**config.mk**
```make
export PLATFORM = sky130hd
export DESIGN_NAME = mux_3x1_64b
export DESIGN_NICKNAME = d
export VERILOG_FILES = /design/src/rtl/mux_3x1_64b_pkg.sv /design/src/rtl/mux_3x1_64b_mux_2x1.sv /design/src/rtl/mux_3x1_64b.sv
export SDC_FILE = /design/constraint.sdc
export NUM_CORES = 1
export LEC_CHECK = 0
export ABC_AREA = 1
export ABC_CLOCK_PERIOD_IN_PS = 1200
export CORE_AREA = 2 2 127 129
export CTS_CLUSTER_SIZE = 24
export DETAILED_ROUTE_END_ITERATION = 8
export DIE_AREA = 0 0 129 131
export GPL_TIMING_DRIVEN = 0
export SETUP_SLACK_MARGIN = 0.02
export SKIP_LAST_GASP = 1
export SYNTH_ARGS = -nofsm -noshare
export SYNTH_HDL_FRONTEND = slang
export SYNTH_SLANG_ARGS = --single-unit
```
**constraint.sdc**
```tcl
create_clock -name clk -period 1.2 [get_ports clk]
set_input_delay 0.24 -clock clk [delete_from_list [all_inputs] [get_ports clk]]
set_output_delay 0.24 -clock clk [all_outputs]
set_load 0.03 [all_outputs]
```
**src/rtl/mux_3x1_64b_pkg.sv**
```systemverilog
// rtl/mux_3x1_64b_pkg.sv - shared constants for the 3:1 immediate selector
// Purpose: select encodings and default data width used by mux_3x1_64b.
// Ports: none (package).
package mux_3x1_64b_pkg;

  localparam int DEFAULT_WIDTH = 64;

  localparam logic [1:0] SEL_A       = 2'b00;
  localparam logic [1:0] SEL_B       = 2'b01;
  localparam logic [1:0] SEL_C       = 2'b10;
  localparam logic [1:0] SEL_ILLEGAL = 2'b11;

endpackage

```
**src/rtl/mux_3x1_64b_mux_2x1.sv**
```systemverilog
// rtl/mux_3x1_64b_mux_2x1.sv - parameterised 2:1 selector stage
// Purpose: one level of the two-level 3:1 selection tree.
// Ports:
//   i_d0  [WIDTH]  value passed when i_sel = 0
//   i_d1  [WIDTH]  value passed when i_sel = 1
//   i_sel [1]      select
//   o_y   [WIDTH]  selected value (combinational)
module mux_2x1_64bit
  import mux_3x1_64b_pkg::*;
#(
  parameter int WIDTH = DEFAULT_WIDTH
) (
  input  logic [WIDTH-1:0] i_d0,
  input  logic [WIDTH-1:0] i_d1,
  input  logic             i_sel,
  output logic [WIDTH-1:0] o_y
);

  assign o_y = i_sel ? i_d1 : i_d0;

endmodule

```
**src/rtl/mux_3x1_64b.sv**
```systemverilog
// rtl/mux_3x1_64b.sv - 3:1 immediate selector with registered copy and select-error flag
// Purpose: picks A/B/C by S for the immediate generator; S = 11 yields zero.
// Ports:
//   clk       [1]      clock, registers update on rising edge
//   rst       [1]      synchronous active-high reset
//   A, B, C   [WIDTH]  operands for S = 00 / 01 / 10
//   S         [2]      select
//   X         [WIDTH]  combinational selected value
//   X_q       [WIDTH]  X registered one cycle
//   sel_err_q [1]      registered flag, previous cycle's S was 11
module mux_3x1_64b
  import mux_3x1_64b_pkg::*;
#(
  parameter int WIDTH = DEFAULT_WIDTH
) (
  input  logic             clk,
  input  logic             rst,
  input  logic [WIDTH-1:0] A,
  input  logic [WIDTH-1:0] B,
  input  logic [WIDTH-1:0] C,
  input  logic [1:0]       S,
  output logic [WIDTH-1:0] X,
  output logic [WIDTH-1:0] X_q,
  output logic             sel_err_q
);

  logic [WIDTH-1:0] w_ab;
  logic [WIDTH-1:0] w_abc;
  logic             w_illegal;
  logic [WIDTH-1:0] r_x_q;
  logic             r_sel_err_q;

  mux_2x1_64bit #(.WIDTH(WIDTH)) u_stage0 (
    .i_d0  (A),
    .i_d1  (B),
    .i_sel (S[0]),
    .o_y   (w_ab)
  );

  mux_2x1_64bit #(.WIDTH(WIDTH)) u_stage1 (
    .i_d0  (w_ab),
    .i_d1  (C),
    .i_sel (S[1]),
    .o_y   (w_abc)
  );

  assign w_illegal = (S == SEL_ILLEGAL);

  // The tree alone would pass C on S = 11; force a defined zero instead.
  assign X = w_illegal ? '0 : w_abc;

  always_ff @(posedge clk) begin
    if (rst) begin
      r_x_q       <= '0;
      r_sel_err_q <= 1'b0;
    end else begin
      r_x_q       <= X;
      r_sel_err_q <= w_illegal;
    end
  end

  assign X_q       = r_x_q;
  assign sel_err_q = r_sel_err_q;

endmodule

```
== Word level (Yosys, flattened, before mapping) ==
Index checks and enable logic that the tools add are counted.

* Register bits after elaboration: 65
* Input bits: 196
* Output and inout port bits: 129
* Logic and storage cells: 6

* Eq/ne operators: 1
* Muxes and demuxes: 3

{| class="wikitable"
|+ Operator list
! cell !! count
|-
| two-way mux 64 bit || 3
|-
| == test 2 bit, second input constant || 1
|}

== Longest topological paths before layout ==
* Depth in word-level cells: 3
* Depth in mapped cells: 6
* Depth with buffers taken out: 4

== Hierarchy ==
Synthesis repeated with hierarchy kept, for this count alone.

* Cell total of the unflattened synthesis: 685
* Area, all modules: 3906.2 sq um

{| class="wikitable"
|+ Modules (own cells, without submodules)
! module !! instances !! cells each !! area an instance (sq um) !! sequential area each (sq um)
|-
| mux_3x1_64b || 1 || 273 || 2217.1 || 1301.2
|-
| mux_2x1_64bit || 2 || 206 || 844.6 || 0.0
|}

== Worst setup path after synthesis ==
No wires, ideal clock.

* Path type: in2out
* From: input S[1]
* To: output X[54]
* Arrival time: 987 ps
* Data required time: 960 ps
* Setup slack: -27 ps
* Stages: 5
* Path buffers: 2
* Cells stage by stage: inv_2 buf_2 buf_2 nand3_1 nand2_1

* Longest elaborated chain between the ends: 2
* Elaborated cells on any way between the ends: 3
* Classes of those cells: eq/ne: 1; mux: 2

{| class="wikitable"
|+ Ends and longest elaborated chain
! item !! RTL line !! text
|-
| start: declaration || mux_3x1_64b.sv:21 || <nowiki>input logic [1:0] S,</nowiki>
|-
| == test 2 bit or two-way mux 64 bit (tied branches) || mux_3x1_64b.sv:47, mux_3x1_64b_mux_2x1.sv:19 ||
|-
| two-way mux 64 bit (*) || mux_3x1_64b.sv:50 || <nowiki>assign X = w_illegal ? '0 : w_abc;</nowiki>
|-
| end: declaration || mux_3x1_64b.sv:22 || <nowiki>output logic [WIDTH-1:0] X,</nowiki>
|}

Mark *: on every way between the ends. The rest lies on a longest branch, timed or not.

== Worst setup path in the final report ==
* From: input S[0]
* To: output X[37]

* Longest elaborated chain between the ends: 3
* Elaborated cells on any way between the ends: 4
* Classes of those cells: eq/ne: 1; mux: 3

{| class="wikitable"
|+ Ends and longest elaborated chain
! item !! RTL line !! text
|-
| two-way mux 64 bit (2 in a row) || mux_3x1_64b_mux_2x1.sv:19 || <nowiki>assign o_y = i_sel ? i_d1 : i_d0;</nowiki>
|-
| two-way mux 64 bit (*) || mux_3x1_64b.sv:50 ||
|}

Marks and branches as above.

==> metrics.md <==
| Metric | Value |
|---|---|
| GRT busiest layer | met2 |
| Post-Place Cell Area | just over 7000 sq um |
| Met3 GRT Util | approximately 6% |
| Vias in the first global route | 5,331 |
| Fin. Hold Viols | 0 |
| Share of layout cells above drive strength 1 | about 45% |
| Unrepaired setup endpoints after global routing | true |
| Area leader, netlist | dfxtp_1 |
| Die Area | ~17,000 sq um |
| CP bufs+invs | 5 |
| Boundary Pins | between 300 and 400 |
| Startpoint types | input pin |
| WP data arrival | between 1 and 1.5 ns |
| CTS Buffer Depth | 2 |
| Syn-to-layout area delta | 167% |
| Mapped cell area | 3620 sq um |
| Power Density | 930 nW/um^2 |
| Slowest cell on the critical path | buf_12 |
| First DRT Iteration DRCs | roughly 140 |
| Most frequent cells in the layout | 171 x clkdlybuf4s50_1, 126 x inv_1, 114 x nand2_1, 112 x nand2_2, 84 x buf_6 |
| Most common cell after layout, fill and taps aside | clkdlybuf4s50_1 |
| Leak pwr | 4.95 nW |
| Failing checks | setup timing |
| Critical path type | input pin to output pin |
| Max Fanout on Critical Path | 8 |
| Worst VDD drop | ~800 uV |
| Distinct cells, synth | 13 |
| CTS tree | yes |
| First-pass GRT wire length | 28,700 um |
| CP peak stage delay | between 0.15 and 0.2 ns |
| TNS Setup | -11.49 ns |
| # clock sinks | 65 |
| GPL Wtd Cong | slightly above 0.8 |
| Final hold slack | ~0.33 ns |
| Die width | 129 um |
| Initial antenna violation count | 1 |
| Pin count of the biggest net entering global routing | 11 |
| Max-cap check violation count | 0 |
| Rows | between 40 and 50 |
| Number of port buffers | approximately 320 |
| Core Region | around 16,000 sq um |
| M2 GR Usage | between 40% and 50% |
| CTS hold repair buffers | 0 |
| Fill count | 1,363 |
| Post-Syn Instances | between 600 and 700 |
| Worst-path clk slew | approximately 0.060 ns |
| Crit-path most repeated cell | buf_12 |
| 1st-pass router iterations | 4 |
| HP Start | rst |
| Clk root buf | clkbuf_16 |
| Required time of the worst setup path | ~0.96 ns |
| Number of buffers created by CTS | 9 |
| Dpl hpwl | between 10,000 and 15,000 um |
| DR vias | 5,302 |
| WHS Endpoint | X_q[59] |
| Power Total | between 0.009 and 0.01 W |
| Critical path depth | 8 |
| Fin nets | 1,225 |
| Number of antenna-violating nets in the routed design | 0 |
| Syn_nets | a little over 800 |
| Met1 Usage GRT | about a quarter |
| Crit-path cells | buf_12, nor2_4, buf_12, buf_12, buf_12, nand2_4, nand2_2, buf_6 |
| Final Critical Period | between 1 and 1.5 ns |
| Min-Delay Path Depth | 2 |
| Gr ovfl total | 0 |
| Initial core utilization | a little under a quarter |
| Final period utilization | 121% |
| Routed WL per cell | between 15 and 20 um |
| Final WS setup | -0.247 ns |
| Final instance area | 9680 sq um |
| Slew headroom | 62.2% |
| Residual DRC count | 0 |
| GRT Total Usage | about 22% |
| Number of synthesized register bits | 65 |
| DR vias/cell | between 4 and 5 |
| Setup WS pre-CTS | -1.36 ns |
| Hold Crit Class | input pin to register |
| # setup viols final | 64 |
| Area contributors post-synth | dfxtp_1 36%, nand2_1 27%, inv_1 13% |
| Least-Margin Pin Slew | ~0.57 ns |
| DRT Wirelength | about 20,000 um |
| Crit. End Element | output pin |
| Max Freq | just under 700 MHz |
| Area share of the largest cell type after synthesis | 35.9% |
| Die Ht | 131 um |
| Pins over their slew limit | 0 |
| Syn avg cell area | slightly below 6 sq um |
| Sequential area share after synthesis | between 30% and 40% |
| CP delay by family, top | buffers and inverters |
| Outcome | complete, but fails checks |
| H-Tree Depth | 3 |
| Synth Warn # | 0 |
kinds of logic (layout without fill, tap and decap cells):
kind of cell	Yosys count	count (layout)	share of synthesized area, %
buf+inv	164	583	19.4
compound gates	64	64	8.85
simple gates	322	322	35.8
other cells	0	1	0
flops	65	65	35.9
worst max path at each step:
stage,start,to,slack [ns]
after floorplan,S[1],X[54],0.03
after global placement,S[0],X[49],-1.36
after detailed placement,S[0],X[45],-1.36
after CTS,S[1],X[45],-0.32
after global routing,S[0],X[37],-0.27
final,S[0],X[37],-0.25
timing repair:
action / in CTS / in global routing
endpoints found under the hold margin: 0 / 0
buffers inserted: 68 / 22
cloned: 15 / 0
pin swaps: 96 / 71
setup endpoints to repair: 189 / 73
resized for setup: 1048 / 134
area by class of cell:
cell class | count | area (sq um) | share of cell area, %
antenna | 1 | 2.50 | 0.0258
buffer | 29 | 339 | 3.50
clock buffer | 14 | 264 | 2.73
clock inverter | 2 | 60.1 | 0.620
inverter | 130 | 500 | 5.17
multi-input combinational | 386 | 2920 | 30.2
sequential | 65 | 1300 | 13.4
tap | 216 | 270 | 2.79
timing repair buffer | 408 | 4020 | 41.5
routing by layer:
| metal | wire [um] | vias up | share of wire (%) |
|---|---|---|---|
| li1 | - | 2668 | - |
| met1 | 7430 | 2381 | 38 |
| met2 | 10300 | 216 | 52 |
| met3 | 1480 | 37 | 7.5 |
| met4 | 593 | 0 | 3.0 |
| met5 | 0 | - | 0 |
cells in the mapped netlist:
master    instances
nand2_1         256
inv_1           128
dfxtp_1          65
a21oi_1          64
nand3_1          64
buf_2            12
clkbuf_1          8
buf_4             7
buf_6             6
inv_2             2
buf_1             1
nor2_4            1
nor3_1            1
registers in the layout, indices dropped and copies added, names as in the netlist:
| signal | cells |
|---|---|
| X_q | 64 |
| sel_err_q | 1 |
metrics by stage:
stage	utilization, %	instances
2_1_floorplan	-	615
3_3_place_gp	46.5	1154
3_5_place_dp	46.5	1154
4_1_cts	60.8	1247
5_1_grt	62.1	1251
6_report	62.1	1251
power breakdown:
part	leakage [nW]	internal, W	switching, W	total [W]
combinational	4.26	0.00179	0.00192	0.00371
clock	0.157	0.00194	0.00103	0.00297
sequential	0.538	0.00230	0.0000285	0.00233
total	4.95	0.00603	0.00298	0.00900
Note: power is estimated with default switching activity, not from simulation.
